<file path="config.mk">
export PLATFORM = sky130hd
export DESIGN_NAME = sr_layer_sequencer
export DESIGN_NICKNAME = d
export VERILOG_FILES = /design/src/rtl/sr_layer_sequencer.sv
export SDC_FILE = /design/constraint.sdc
export NUM_CORES = 1
export LEC_CHECK = 0
export CAP_MARGIN = 20
export CELL_PAD_IN_SITES_DETAIL_PLACEMENT = 0
export CELL_PAD_IN_SITES_GLOBAL_PLACEMENT = 1
export CORE_UTILIZATION = 45
export DETAILED_ROUTE_END_ITERATION = 8
export DONT_BUFFER_PORTS = 1
export PLACE_DENSITY_LB_ADDON = 0.1
export SYNTH_ARGS = -nofsm -noshare
export SYNTH_HDL_FRONTEND = slang
export SYNTH_SLANG_ARGS = --single-unit
</file>
<file path="constraint.sdc">
create_clock -name clk -period 7.1 [get_ports clk]
set_input_delay 1.775 -clock clk [delete_from_list [all_inputs] [get_ports clk]]
set_output_delay 1.775 -clock clk [all_outputs]
set_load 0.05 [all_outputs]
</file>
<file path="src/rtl/sr_layer_sequencer.sv">
// Central controller for the super-resolution core: streams every layer's weight
// memory through the shared loader, then runs each pixel through the layer chain.
module sr_layer_sequencer #(
    parameter int unsigned                    NUM_LAYERS  = 6,
    parameter int unsigned                    ADDR_WIDTH  = 18,
    parameter int unsigned                    LEN_W       = 11,
    parameter logic [NUM_LAYERS*LEN_W-1:0]    LAYER_LEN   = {11'd246, 11'd738, 11'd738,
                                                             11'd738, 11'd981, 11'd336},
    parameter int unsigned                    WDOG_CYCLES = 4096
) (
    input  logic                    clk,
    input  logic                    rst_n,
    input  logic                    cfg_start,
    output logic                    wl_rd_en,
    output logic [ADDR_WIDTH-1:0]   wl_rd_addr,
    output logic [NUM_LAYERS-1:0]   wl_wr_en,
    output logic [ADDR_WIDTH-1:0]   wl_wr_addr,
    output logic                    weights_ready,
    input  logic                    pix_valid,
    output logic                    pix_ready,
    output logic [NUM_LAYERS-1:0]   layer_start,
    input  logic [NUM_LAYERS-1:0]   layer_done,
    output logic                    pix_done,
    output logic                    busy,
    output logic                    err_timeout,
    input  logic                    err_clear
);

    localparam int unsigned LAYER_W = (NUM_LAYERS > 1) ? $clog2(NUM_LAYERS) : 1;
    localparam int unsigned WDOG_W  = (WDOG_CYCLES > 1) ? $clog2(WDOG_CYCLES) : 1;

    localparam logic [1:0] S_IDLE  = 2'd0;
    localparam logic [1:0] S_LOAD  = 2'd1;
    localparam logic [1:0] S_READY = 2'd2;
    localparam logic [1:0] S_WAIT  = 2'd3;

    logic [1:0]            state_q,   state_d;
    logic [LAYER_W-1:0]    layer_q,   layer_d;
    logic [ADDR_WIDTH-1:0] addr_q,    addr_d;
    logic [WDOG_W-1:0]     wdog_q,    wdog_d;
    logic                  rd_en_q,   rd_en_d;
    logic [NUM_LAYERS-1:0] wr_en_q,   wr_en_d;
    logic [ADDR_WIDTH-1:0] wr_addr_q, wr_addr_d;
    logic [NUM_LAYERS-1:0] start_q,   start_d;
    logic                  pix_done_q, pix_done_d;
    logic                  err_q,     err_d;

    logic [LEN_W-1:0]      len_cur;
    logic [NUM_LAYERS-1:0] layer_sel;
    logic                  addr_last;
    logic                  layer_last;
    logic                  wdog_last;
    logic                  done_cur;
    logic                  accept;
    logic                  err_set;

    // Layer index doubles as the load layer in LOAD and the active layer in WAIT.
    assign len_cur    = LAYER_LEN[32'(layer_q) * LEN_W +: LEN_W];
    assign layer_sel  = NUM_LAYERS'(1) << layer_q;
    assign addr_last  = (addr_q == ADDR_WIDTH'(len_cur - LEN_W'(1)));
    assign layer_last = (layer_q == LAYER_W'(NUM_LAYERS - 1));
    assign wdog_last  = (wdog_q == WDOG_W'(WDOG_CYCLES - 1));
    assign done_cur   = |(layer_done & layer_sel);

    assign weights_ready = (state_q == S_READY);
    assign pix_ready     = (state_q == S_READY) && !cfg_start;
    assign busy          = (state_q == S_LOAD) || (state_q == S_WAIT);
    assign accept        = pix_valid && pix_ready;

    // Next-state and registered-output decode.
    always_comb begin
        state_d    = state_q;
        layer_d    = layer_q;
        addr_d     = addr_q;
        wdog_d     = wdog_q;
        start_d    = '0;
        pix_done_d = 1'b0;
        err_set    = 1'b0;

        case (state_q)
            S_IDLE: begin
                if (cfg_start) begin
                    state_d = S_LOAD;
                    layer_d = '0;
                    addr_d  = '0;
                end
            end
            S_LOAD: begin
                if (addr_last) begin
                    addr_d = '0;
                    if (layer_last) begin
                        state_d = S_READY;
                        layer_d = '0;
                    end else begin
                        layer_d = layer_q + LAYER_W'(1);
                    end
                end else begin
                    addr_d = addr_q + ADDR_WIDTH'(1);
                end
            end
            S_READY: begin
                if (cfg_start) begin
                    state_d = S_LOAD;
                    layer_d = '0;
                    addr_d  = '0;
                end else if (accept) begin
                    state_d = S_WAIT;
                    layer_d = '0;
                    wdog_d  = '0;
                    start_d = NUM_LAYERS'(1);
                end
            end
            S_WAIT: begin
                // A done arriving on the watchdog's last cycle still counts.
                if (done_cur) begin
                    wdog_d = '0;
                    if (layer_last) begin
                        state_d    = S_READY;
                        layer_d    = '0;
                        pix_done_d = 1'b1;
                    end else begin
                        layer_d = layer_q + LAYER_W'(1);
                        start_d = layer_sel << 1;
                    end
                end else if (wdog_last) begin
                    state_d = S_READY;
                    layer_d = '0;
                    wdog_d  = '0;
                    err_set = 1'b1;
                end else begin
                    wdog_d = wdog_q + WDOG_W'(1);
                end
            end
            default: state_d = S_IDLE;
        endcase

        rd_en_d   = (state_d == S_LOAD);
        wr_en_d   = rd_en_q ? layer_sel : '0;
        wr_addr_d = addr_q;
        err_d     = err_set ? 1'b1 : (err_clear ? 1'b0 : err_q);
    end

    always_ff @(posedge clk or negedge rst_n) begin
        if (!rst_n) begin
            state_q    <= S_IDLE;
            layer_q    <= '0;
            addr_q     <= '0;
            wdog_q     <= '0;
            rd_en_q    <= 1'b0;
            wr_en_q    <= '0;
            wr_addr_q  <= '0;
            start_q    <= '0;
            pix_done_q <= 1'b0;
            err_q      <= 1'b0;
        end else begin
            state_q    <= state_d;
            layer_q    <= layer_d;
            addr_q     <= addr_d;
            wdog_q     <= wdog_d;
            rd_en_q    <= rd_en_d;
            wr_en_q    <= wr_en_d;
            wr_addr_q  <= wr_addr_d;
            start_q    <= start_d;
            pix_done_q <= pix_done_d;
            err_q      <= err_d;
        end
    end

    assign wl_rd_en    = rd_en_q;
    assign wl_rd_addr  = addr_q;
    assign wl_wr_en    = wr_en_q;
    assign wl_wr_addr  = wr_addr_q;
    assign layer_start = start_q;
    assign pix_done    = pix_done_q;
    assign err_timeout = err_q;

endmodule

</file>
After elaboration in Yosys (flattened, before gate mapping)
Index checks and enable logic that the tools add are counted.
{ "word_totals": {"regBits": 68} }
{ "op_classes": {"add_sub_neg": 4, "n_mux": 38, "n_reduce_logical": 13, "eq_ne": 14, "mul": 1, "bitwise": 1, "n_shift": 2} }
{ "op_table": {"columns": ["cell", "n"], "rows": [
  ["$shiftx A66 B8 Y11 const A", 1],
  ["$mux W12", 4],
  ["$mux W18", 2],
  ["$pmux W18 S2", 1],
  ["$pmux W12 S2", 1],
  ["$mux W3", 7],
  ["$add A18 B1 Y18 const B", 1],
  ["$eq A18 B18 Y1", 1],
  ["$mux W6", 3],
  ["$mux W2", 7],
  ["$add A12 B1 Y12 const B", 1],
  ["$eq A12 B12 Y1 const B", 1],
  ["$pmux W3 S4", 1],
  ["$pmux W6 S2", 1],
  ["$sub A11 B1 Y12 const B", 1],
  ["$mux W1", 10],
  ["$pmux W2 S4", 1],
  ["$mul A3 B4 Y7 const B", 1],
  ["$and A6 B6 Y6", 1],
  ["$ne A2 B2 Y1 const B", 3],
  ["$reduce_bool A2 Y1", 3],
  ["$reduce_or A6 Y1", 1],
  ["$shl A1 B3 Y6 const A", 1],
  ["$eq A2 B1 Y1 const B", 2],
  ["14 further kinds", 17]
]} }

Longest topological paths before layout
Gate-level depths: netlist (run 1).
{ "depth": {"word_depth": 7, "depth_mapped": 15, "ltp_nobuf": 12} }

Least setup slack after synthesis (run 1)
No wires, ideal clock.
{ "synth_path": {"kind": "input -> output", "from": "input cfg_start", "to": "output pix_ready", "required_ns": 5.325, "path_stages": 1, "t_arrival_ns": 2.872, "setup_slack_ns": 2.453, "path_cell_list": "nor3_1"} }
{ "synth_via": {"elab_chain_len": 2} }
{ "synth_lines": {"columns": ["element", "line", "source"], "rows": [
  ["from (decl)", "13", "input logic cfg_start,"],
  ["$logic_not A1 Y1", "66", "assign pix_ready = (state_q == S_READY) && !cfg_start;"],
  ["$logic_and A1 B1 Y1", "66", null],
  ["to (decl)", "20", "output logic pix_ready,"]
]} }
Every way passes these cells.

Worst setup path after layout (run 1)
{ "layout_path": {"from": "register layer_q[2]", "to": "register addr_q[6], in the netlist wl_rd_addr[6]"} }
{ "layout_via": {"elab_chain_len": 6} }
{ "layout_lines": {"columns": ["element", "line", "source"], "rows": [
  ["from (decl)", "38", "logic [LAYER_W-1:0] layer_q, layer_d;"],
  ["from (signal assigned)", "157", "layer_q <= layer_d;"],
  ["$mul A3 B4 Y7", "58", "assign len_cur = LAYER_LEN[32'(layer_q) * LEN_W +: LEN_W];"],
  ["$shiftx A66 B8 Y11", "58", null],
  ["$sub A11 B1 Y12", "60", "assign addr_last = (addr_q == ADDR_WIDTH'(len_cur - LEN_W'(1)));"],
  ["$eq A18 B18 Y1", "60", null],
  ["$mux W18", "89", "if (addr_last) begin"],
  ["$pmux W18 S2", "80", "case (state_q)"],
  ["to (signal assigned)", "158", "addr_q <= addr_d;"],
  ["to (decl)", "39", "logic [ADDR_WIDTH-1:0] addr_q, addr_d;"]
]} }
Every way passes these cells.
A chain may end at the register's enable or synchronous reset.

==> results.sh, run 1 <==
export IMPL_ys_async_rst_share_pct=100
export IMPL_floorplan_rows=31
export IMPL_routed_wl_mm=8.16
export IMPL_synth_area_top_cells="sky130_fd_sc_hd__dfrtp_1 49%, sky130_fd_sc_hd__nand2_1 4.2%, sky130_fd_sc_hd__o21ai_0 4.0%"
export IMPL_cap_violations=0
export IMPL_placed_cells_incl_taps=455
export IMPL_area_of_the_placeable_core_sq_um=7370
export IMPL_period_minus_slack_ps=4050
export IMPL_grt_start_max_net_pins=69
export IMPL_worst_ep_required_time_ps=7330
export IMPL_dieHeight_microns=90.0
export IMPL_tritoncts_num_sinks=68
export IMPL_power_density_nw_per_um2=191
export IMPL_postCtsResizedCells=0
export IMPL_count_of_flip_flops_with_a_built_in_enable_after_synthesis=0
export IMPL_grt_total_usage_pct=21.3
export IMPL_report_final_hold_viol_count=0
export IMPL_timing_critical_path_max_delay_family="adder cells"
export IMPL_leakage_nw=1.55
export IMPL_worst_ep_arrival_time_ps=4280
export IMPL_mappedNetlistNets=390
export IMPL_skew_ps=5.89
export IMPL_worstPathBufferInverterCount=2
export IMPL_routabilityCongestion=0.805
export IMPL_min_period_over_period_pct=57.0
export IMPL_final_cells=471
export IMPL_die_area_sq_um=8090
export IMPL_worst_path_fanout_max=20
export IMPL_seq_area_frac_synth_pct=48.9
export IMPL_dp_hpwl_mm=5.45
export IMPL_route_detailed_vias_per_inst=5.70
export IMPL_most_used_cell_along_the_critical_path="sky130_fd_sc_hd__ha_1"
export IMPL_synthDistinctLibCells=56
export IMPL_setup_tns_final_ps=0
export IMPL_post_cts_buffers=0
export IMPL_cts_hold_repair_buffers=0
export IMPL_num_nets_final=386
export IMPL_max_freq_ghz=0.247
export IMPL_final_max_slew_violation_count=0
export IMPL_final_antenna_diode_count=0
export IMPL_drt_first_iter_violations=204
export IMPL_status="completed"
export IMPL_grt_pass1_wl_mm=13.6
export IMPL_clk_pin_slew_ps=80
export IMPL_routedWlPerCell_microns=17.3
export IMPL_synth_cell_area_sq_um=3480
export IMPL_crit_path_top_delay_cell="sky130_fd_sc_hd__dfrtp_1"
export IMPL_cts_root_to_sink_buffers=2
export IMPL_synth_ff_type="sky130_fd_sc_hd__dfrtp_1"
export IMPL_worstPathCellList="inv_1 > ha_1 > inv_1 > ha_1 > ha_1 > xor2_1 > nand2_1 > nor4_1 > nand4_1 > a211o_1 > and2_1 > a22o_1"
export IMPL_grt_antenna_before_repair=0
export IMPL_portBuffers=0
export IMPL_worst_hold_path_type="reg -> reg"
export IMPL_initial_utilization_pct=47.2
export IMPL_clk_insertion_delay_late_ps=340
export IMPL_design_area_sq_um=3730
export IMPL_tritoncts="built"
export IMPL_cp_start_kind="flip-flop"
export IMPL_placed_area_sq_um=3530
export IMPL_worst_setup_path_type="reg -> reg"
export IMPL_setup_worst_path_end_class="flip-flop"
export IMPL_route_vias_total=2686
export IMPL_syn_inst=371
export IMPL_p_total_mw=0.711
export IMPL_max_slew_margin_pct=41.4
export IMPL_synth_seq_cells=68
export IMPL_final_core_utilization_pct=50.6
export IMPL_synthesis_to_finish_area_growth_pct=7.15
export IMPL_post_route_cells_drive_above_1_share_pct=8.87
export IMPL_cts_root_buf="sky130_fd_sc_hd__clkbuf_8"
export IMPL_worst_pin_slew_ps=875
export IMPL_route_antenna_remaining_nets=0
export IMPL_chipWidth_microns=90.0
export IMPL_grt_overflow_total=0
export IMPL_yosys_warnings=0
export IMPL_setup_violations=0
export IMPL_drcViolationCount=0
export IMPL_synth_top_cells_by_count="68 x sky130_fd_sc_hd__dfrtp_1, 39 x sky130_fd_sc_hd__nand2_1, 35 x sky130_fd_sc_hd__nor2_1, 28 x sky130_fd_sc_hd__o21ai_0, 21 x sky130_fd_sc_hd__nand3_1"
export IMPL_rsz0062_at_grt="false"
export IMPL_netlist_area_leader_share_pct=48.9
export IMPL_i_o_pin_count=65
export IMPL_vdd_ir_drop_worst_mv=0.0807
export IMPL_first_global_vias=2534
export IMPL_yosysMostFrequentCell="sky130_fd_sc_hd__dfrtp_1"
export IMPL_drt_pass1_iterations=4
export IMPL_cts_buffers_inserted=9
export IMPL_cell_type_with_the_largest_total_area_after_synthesis="sky130_fd_sc_hd__dfrtp_1"
export IMPL_post_synth_cell_area_avg_sq_um=9.39
export IMPL_ctsHtreeMaxLevel=3
export IMPL_cp_slowest_stage_delay_ps=660
worst register-to-register path, stage by stage, from the launching register on:
cell	delay (ps)
sky130_fd_sc_hd__dfrtp_1	660
sky130_fd_sc_hd__inv_1	270
sky130_fd_sc_hd__ha_1	450
sky130_fd_sc_hd__inv_1	90
sky130_fd_sc_hd__ha_1	250
sky130_fd_sc_hd__ha_1	310
sky130_fd_sc_hd__xor2_1	140
sky130_fd_sc_hd__nand2_1	70
sky130_fd_sc_hd__nor4_1	260
sky130_fd_sc_hd__nand4_1	180
sky130_fd_sc_hd__a211o_1	570
sky130_fd_sc_hd__and2_1	430
sky130_fd_sc_hd__a22o_1	270
registers in the layout, indices dropped and copies added (netlist names):
name,flops
pix_done,1
layer_q,3
wl_wr_en,6
state_q,2
layer_start,6
err_timeout,1
wl_rd_en,1
wl_rd_addr,18
wdog_q,12
wl_wr_addr,18
logic make-up after synthesis:
kind of cell	synth area share (%)
xor gates and xnor gates	3.27
and+or+nand+nor	22.1
buffers and inverters	4.89
muxes	1.22
AOI/OAI and AO/OA	16.8
adders and majority gates	2.87
DFF	48.9
cell type report:
type,instances,area (sq um)
Clock inverter,6,63.8
Clock buffer,10,138
Tap cell,99,124
Timing Repair Buffer,4,30.0
Multi-Input combinational cell,267,1610
Fill cell,718,3640
Inverter,17,63.8
Sequential cell,68,1700
power by group:
part	total [mW]	internal [mW]	leakage (nW)	switching [mW]
registers	0.387	0.387	0.790	0.000000000000000108
clock network	0.322	0.171	0.0983	0.151
logic	0.00176	0.00101	0.658	0.000758
layout by cell type, fill, tap and decap left out, types with 10 or more instances in the layout:
cell,n
sky130_fd_sc_hd__o21ai_0,28
sky130_fd_sc_hd__inv_1,15
sky130_fd_sc_hd__nor2_1,35
sky130_fd_sc_hd__nor3_1,12
sky130_fd_sc_hd__nand2_1,39
sky130_fd_sc_hd__dfrtp_1,68
sky130_fd_sc_hd__clkbuf_8,10
sky130_fd_sc_hd__nand3_1,21
routing by layer:
layer	part of all wire (%)	vias to the layer above	wire, microns	track usage (%)
met5	0	-	0	0
met4	1.1	0	91	7.80
met3	6.0	8	486	5.67
met2	44	87	3630	30.9
met1	48	1279	3960	30.7
li1	-	1312	-	-
path summary, 6_finish.rpt:
kind / startpoint / endpoint / slack, ps / cells past startpoint
hold / removal: wdog_q[6]$_DFFE_PN0P_ / wdog_q[6]$_DFFE_PN0P_ / 490 / 1
setup / recovery: layer_q[2]$_DFFE_PN0P_ / wl_rd_addr[6]$_DFFE_PN0P_ / 3050 / 12
setup reg to reg: layer_q[2]$_DFFE_PN0P_ / wl_rd_addr[6]$_DFFE_PN0P_ / 3050 / 12
min in group asynchronous: rst_n / wdog_q[2]$_DFFE_PN0P_ / 1120 / 0
max in group asynchronous: rst_n / wl_wr_en[5]$_DFF_PN0_ / 5860 / 0
hold reg to reg: wdog_q[6]$_DFFE_PN0P_ / wdog_q[6]$_DFFE_PN0P_ / 490 / 1
per-stage QoR:
step,setup slack [ps],hold WS [ps]
after floorplan,2450,445
after global placement,3160,469
after detailed placement,3090,474
after CTS,3070,485
after global routing,2740,514
final,3050,486
Note: power is estimated with default switching activity, not from simulation.
==> run 2: changes to the inputs <==
==> constraint.sdc (replaced) <==
create_clock -name clk -period 4 [get_ports clk]
set_input_delay 1 -clock clk [delete_from_list [all_inputs] [get_ports clk]]
set_output_delay 1 -clock clk [all_outputs]
set_load 0.05 [all_outputs]
==> results.sh, run 2 (synthesis results as in run 1) <==
export IMPL_timing_final_ws_setup_ps=439
export IMPL_final_core_utilization_pct=51.4
export IMPL_vdd_ir_drop_worst_mv=0.168
export IMPL_worst_setup_path_type="reg -> reg"
export IMPL_grt_total_usage_pct=20.9
export IMPL_clk_insertion_delay_late_ps=350
export IMPL_mostFrequentLayoutCell="sky130_fd_sc_hd__dfrtp_1"
export IMPL_routabilityCongestion=0.832
export IMPL_post_cts_buffers=0
export IMPL_floorplan_rows=31
export IMPL_die_area_sq_um=8090
export IMPL_route_detailed_vias_per_inst=5.67
export IMPL_grt_pass1_wl_mm=13.3
export IMPL_drcViolationCount=0
export IMPL_p_total_mw=1.20
export IMPL_final_fill_count=699
export IMPL_setup_tns_final_ps=0
export IMPL_ctsHtreeMaxLevel=3
export IMPL_tritoncts_num_sinks=68
export IMPL_rr_worst_depth=11
export IMPL_postCtsResizedCells=0
export IMPL_cts_root_to_sink_buffers=2
export IMPL_grt_antenna_before_repair=0
export IMPL_final_antenna_diode_count=0
export IMPL_final_max_slew_violation_count=0
export IMPL_global_route_usage_met2_pct=31.3
export IMPL_period_minus_slack_ps=3560
export IMPL_cap_violations=0
export IMPL_route_antenna_remaining_nets=0
export IMPL_worst_ep_required_time_ps=4240
export IMPL_rsz0062_at_grt="false"
export IMPL_tritoncts="built"
export IMPL_worst_pin_slew_ps=882
export IMPL_dp_hpwl_mm=5.56
export IMPL_report_final_hold_viol_count=0
export IMPL_cp_start_kind="flip-flop"
export IMPL_max_freq_ghz=0.281
export IMPL_placed_area_sq_um=3610
export IMPL_initial_utilization_pct=47.2
export IMPL_worst_ep_arrival_time_ps=3800
export IMPL_leakage_nw=1.58
export IMPL_worst_path_fanout_max=20
export IMPL_cts_buffers_inserted=9
export IMPL_setup_violations=0
export IMPL_drt_first_iter_violations=112
export IMPL_max_slew_margin_pct=41.0
export IMPL_cts_hold_repair_buffers=0
export IMPL_post_route_cells_drive_above_1_share_pct=11.5
export IMPL_power_density_nw_per_um2=317
export IMPL_drt_pass1_iterations=5
export IMPL_dp_worst_setup_slack_ps=486
export IMPL_setup_worst_path_end_class="flip-flop"
export IMPL_worstPathCellList="nor2b_1 > nand2_1 > ha_1 > ha_1 > xor2_1 > nand2_1 > nor4_1 > nand4_1 > a211o_1 > and2_1 > a22o_1"
export IMPL_i_o_pin_count=65
export IMPL_met3_usage_pct=4.23
export IMPL_grt_overflow_total=0
export IMPL_routedWlPerCell_microns=17.2
export IMPL_cp_slowest_stage_delay_ps=580
export IMPL_hold_slack_ps=333
export IMPL_design_area_sq_um=3790
export IMPL_chipWidth_microns=90.0
export IMPL_status="completed"
export IMPL_r2r_start="layer_q[0]$_DFFE_PN0P_"
export IMPL_grt_start_max_net_pins=69
export IMPL_clk_pin_slew_ps=80
export IMPL_global_route_peak_usage_layer="met2"
export IMPL_layout_common_cells="68 x sky130_fd_sc_hd__dfrtp_1, 39 x sky130_fd_sc_hd__nand2_1, 35 x sky130_fd_sc_hd__nor2_1"
export IMPL_final_cells=482
export IMPL_num_nets_final=397
export IMPL_rrSetupSlack_ps=440
export IMPL_worst_hold_path_type="in -> async"
export IMPL_skew_ps=9.53
export IMPL_routed_wl_mm=8.30
export IMPL_regToRegEndpoint="wl_rd_addr[13]$_DFFE_PN0P_"
export IMPL_dieHeight_microns=90.0
export IMPL_crit_path_top_delay_cell="sky130_fd_sc_hd__a211o_1"
export IMPL_portBuffers=0
export IMPL_route_vias_total=2731
export IMPL_cts_root_buf="sky130_fd_sc_hd__clkbuf_8"
export IMPL_first_global_vias=2553
export IMPL_grt_use_met1_pct=30.0
export IMPL_synthesis_to_finish_area_growth_pct=8.77
export IMPL_placed_cells_incl_taps=466
export IMPL_area_of_the_placeable_core_sq_um=7370
export IMPL_min_period_over_period_pct=89.0
run 2: worst max-delay path by stage:
stage                      startpoint                         end  slack [ps]  depth (start not counted)
2_1_floorplan  layer_q[2]$_DFFE_PN0P_      layer_q[0]$_DFFE_PN0P_         820                         14
3_3_place_gp   layer_q[0]$_DFFE_PN0P_  wl_rd_addr[10]$_DFFE_PN0P_         570                         11
3_5_place_dp   layer_q[0]$_DFFE_PN0P_  wl_rd_addr[13]$_DFFE_PN0P_         490                         11
4_1_cts        layer_q[0]$_DFFE_PN0P_  wl_rd_addr[13]$_DFFE_PN0P_         490                         11
5_1_grt        layer_q[2]$_DFFE_PN0P_   wl_rd_addr[6]$_DFFE_PN0P_         110                         12
6_report       layer_q[0]$_DFFE_PN0P_  wl_rd_addr[13]$_DFFE_PN0P_         440                         11
run 2: layout make-up:
cell class | instances | area [sq um] | share of cell area (%)
well taps | 99 | 124 | 3.27
clock buffers | 9 | 124 | 3.27
flip-flops and latches | 68 | 1700 | 44.9
inverters | 17 | 63.8 | 1.68
repair buffers | 15 | 113 | 2.97
multi-input cells | 267 | 1610 | 42.5
clock inverters | 7 | 51.3 | 1.35
run 2: critical path, delay by kind of cell, from the launching register on:
family | cells | cell delay (ps)
AO/OA/AOI/OAI | 2 | 840
XOR/XNOR | 1 | 150
AND/OR/NAND/NOR | 6 | 1290
adder cells (fa/ha/maj) | 2 | 620
flip-flops | 1 | 550
run 2: routing by layer:
| metal | vias up | wire length, microns |
|---|---|---|
| met5 | - | 0 |
| met4 | 0 | 81 |
| met3 | 8 | 418 |
| met2 | 84 | 3690 |
| met1 | 1313 | 4110 |
| li1 | 1326 | - |
run 2: power by group:
group	internal, mW	switching (mW)	total [mW]
clock network	0.226	0.283	0.510
logic	0.00180	0.00153	0.00332
registers	0.687	0.000000000000000196	0.687
==> run 3: changes to the inputs <==
--- a/config.mk
+++ b/config.mk
@@ -12,6 +12,7 @@
 export DETAILED_ROUTE_END_ITERATION = 8
 export DONT_BUFFER_PORTS = 1
 export PLACE_DENSITY_LB_ADDON = 0.1
+export RECOVER_POWER = 25
 export SYNTH_ARGS = -nofsm -noshare
 export SYNTH_HDL_FRONTEND = slang
 export SYNTH_SLANG_ARGS = --single-unit
==> results of run 3 <==
The final DEF is identical to that of run 2; final timing and power are the same.
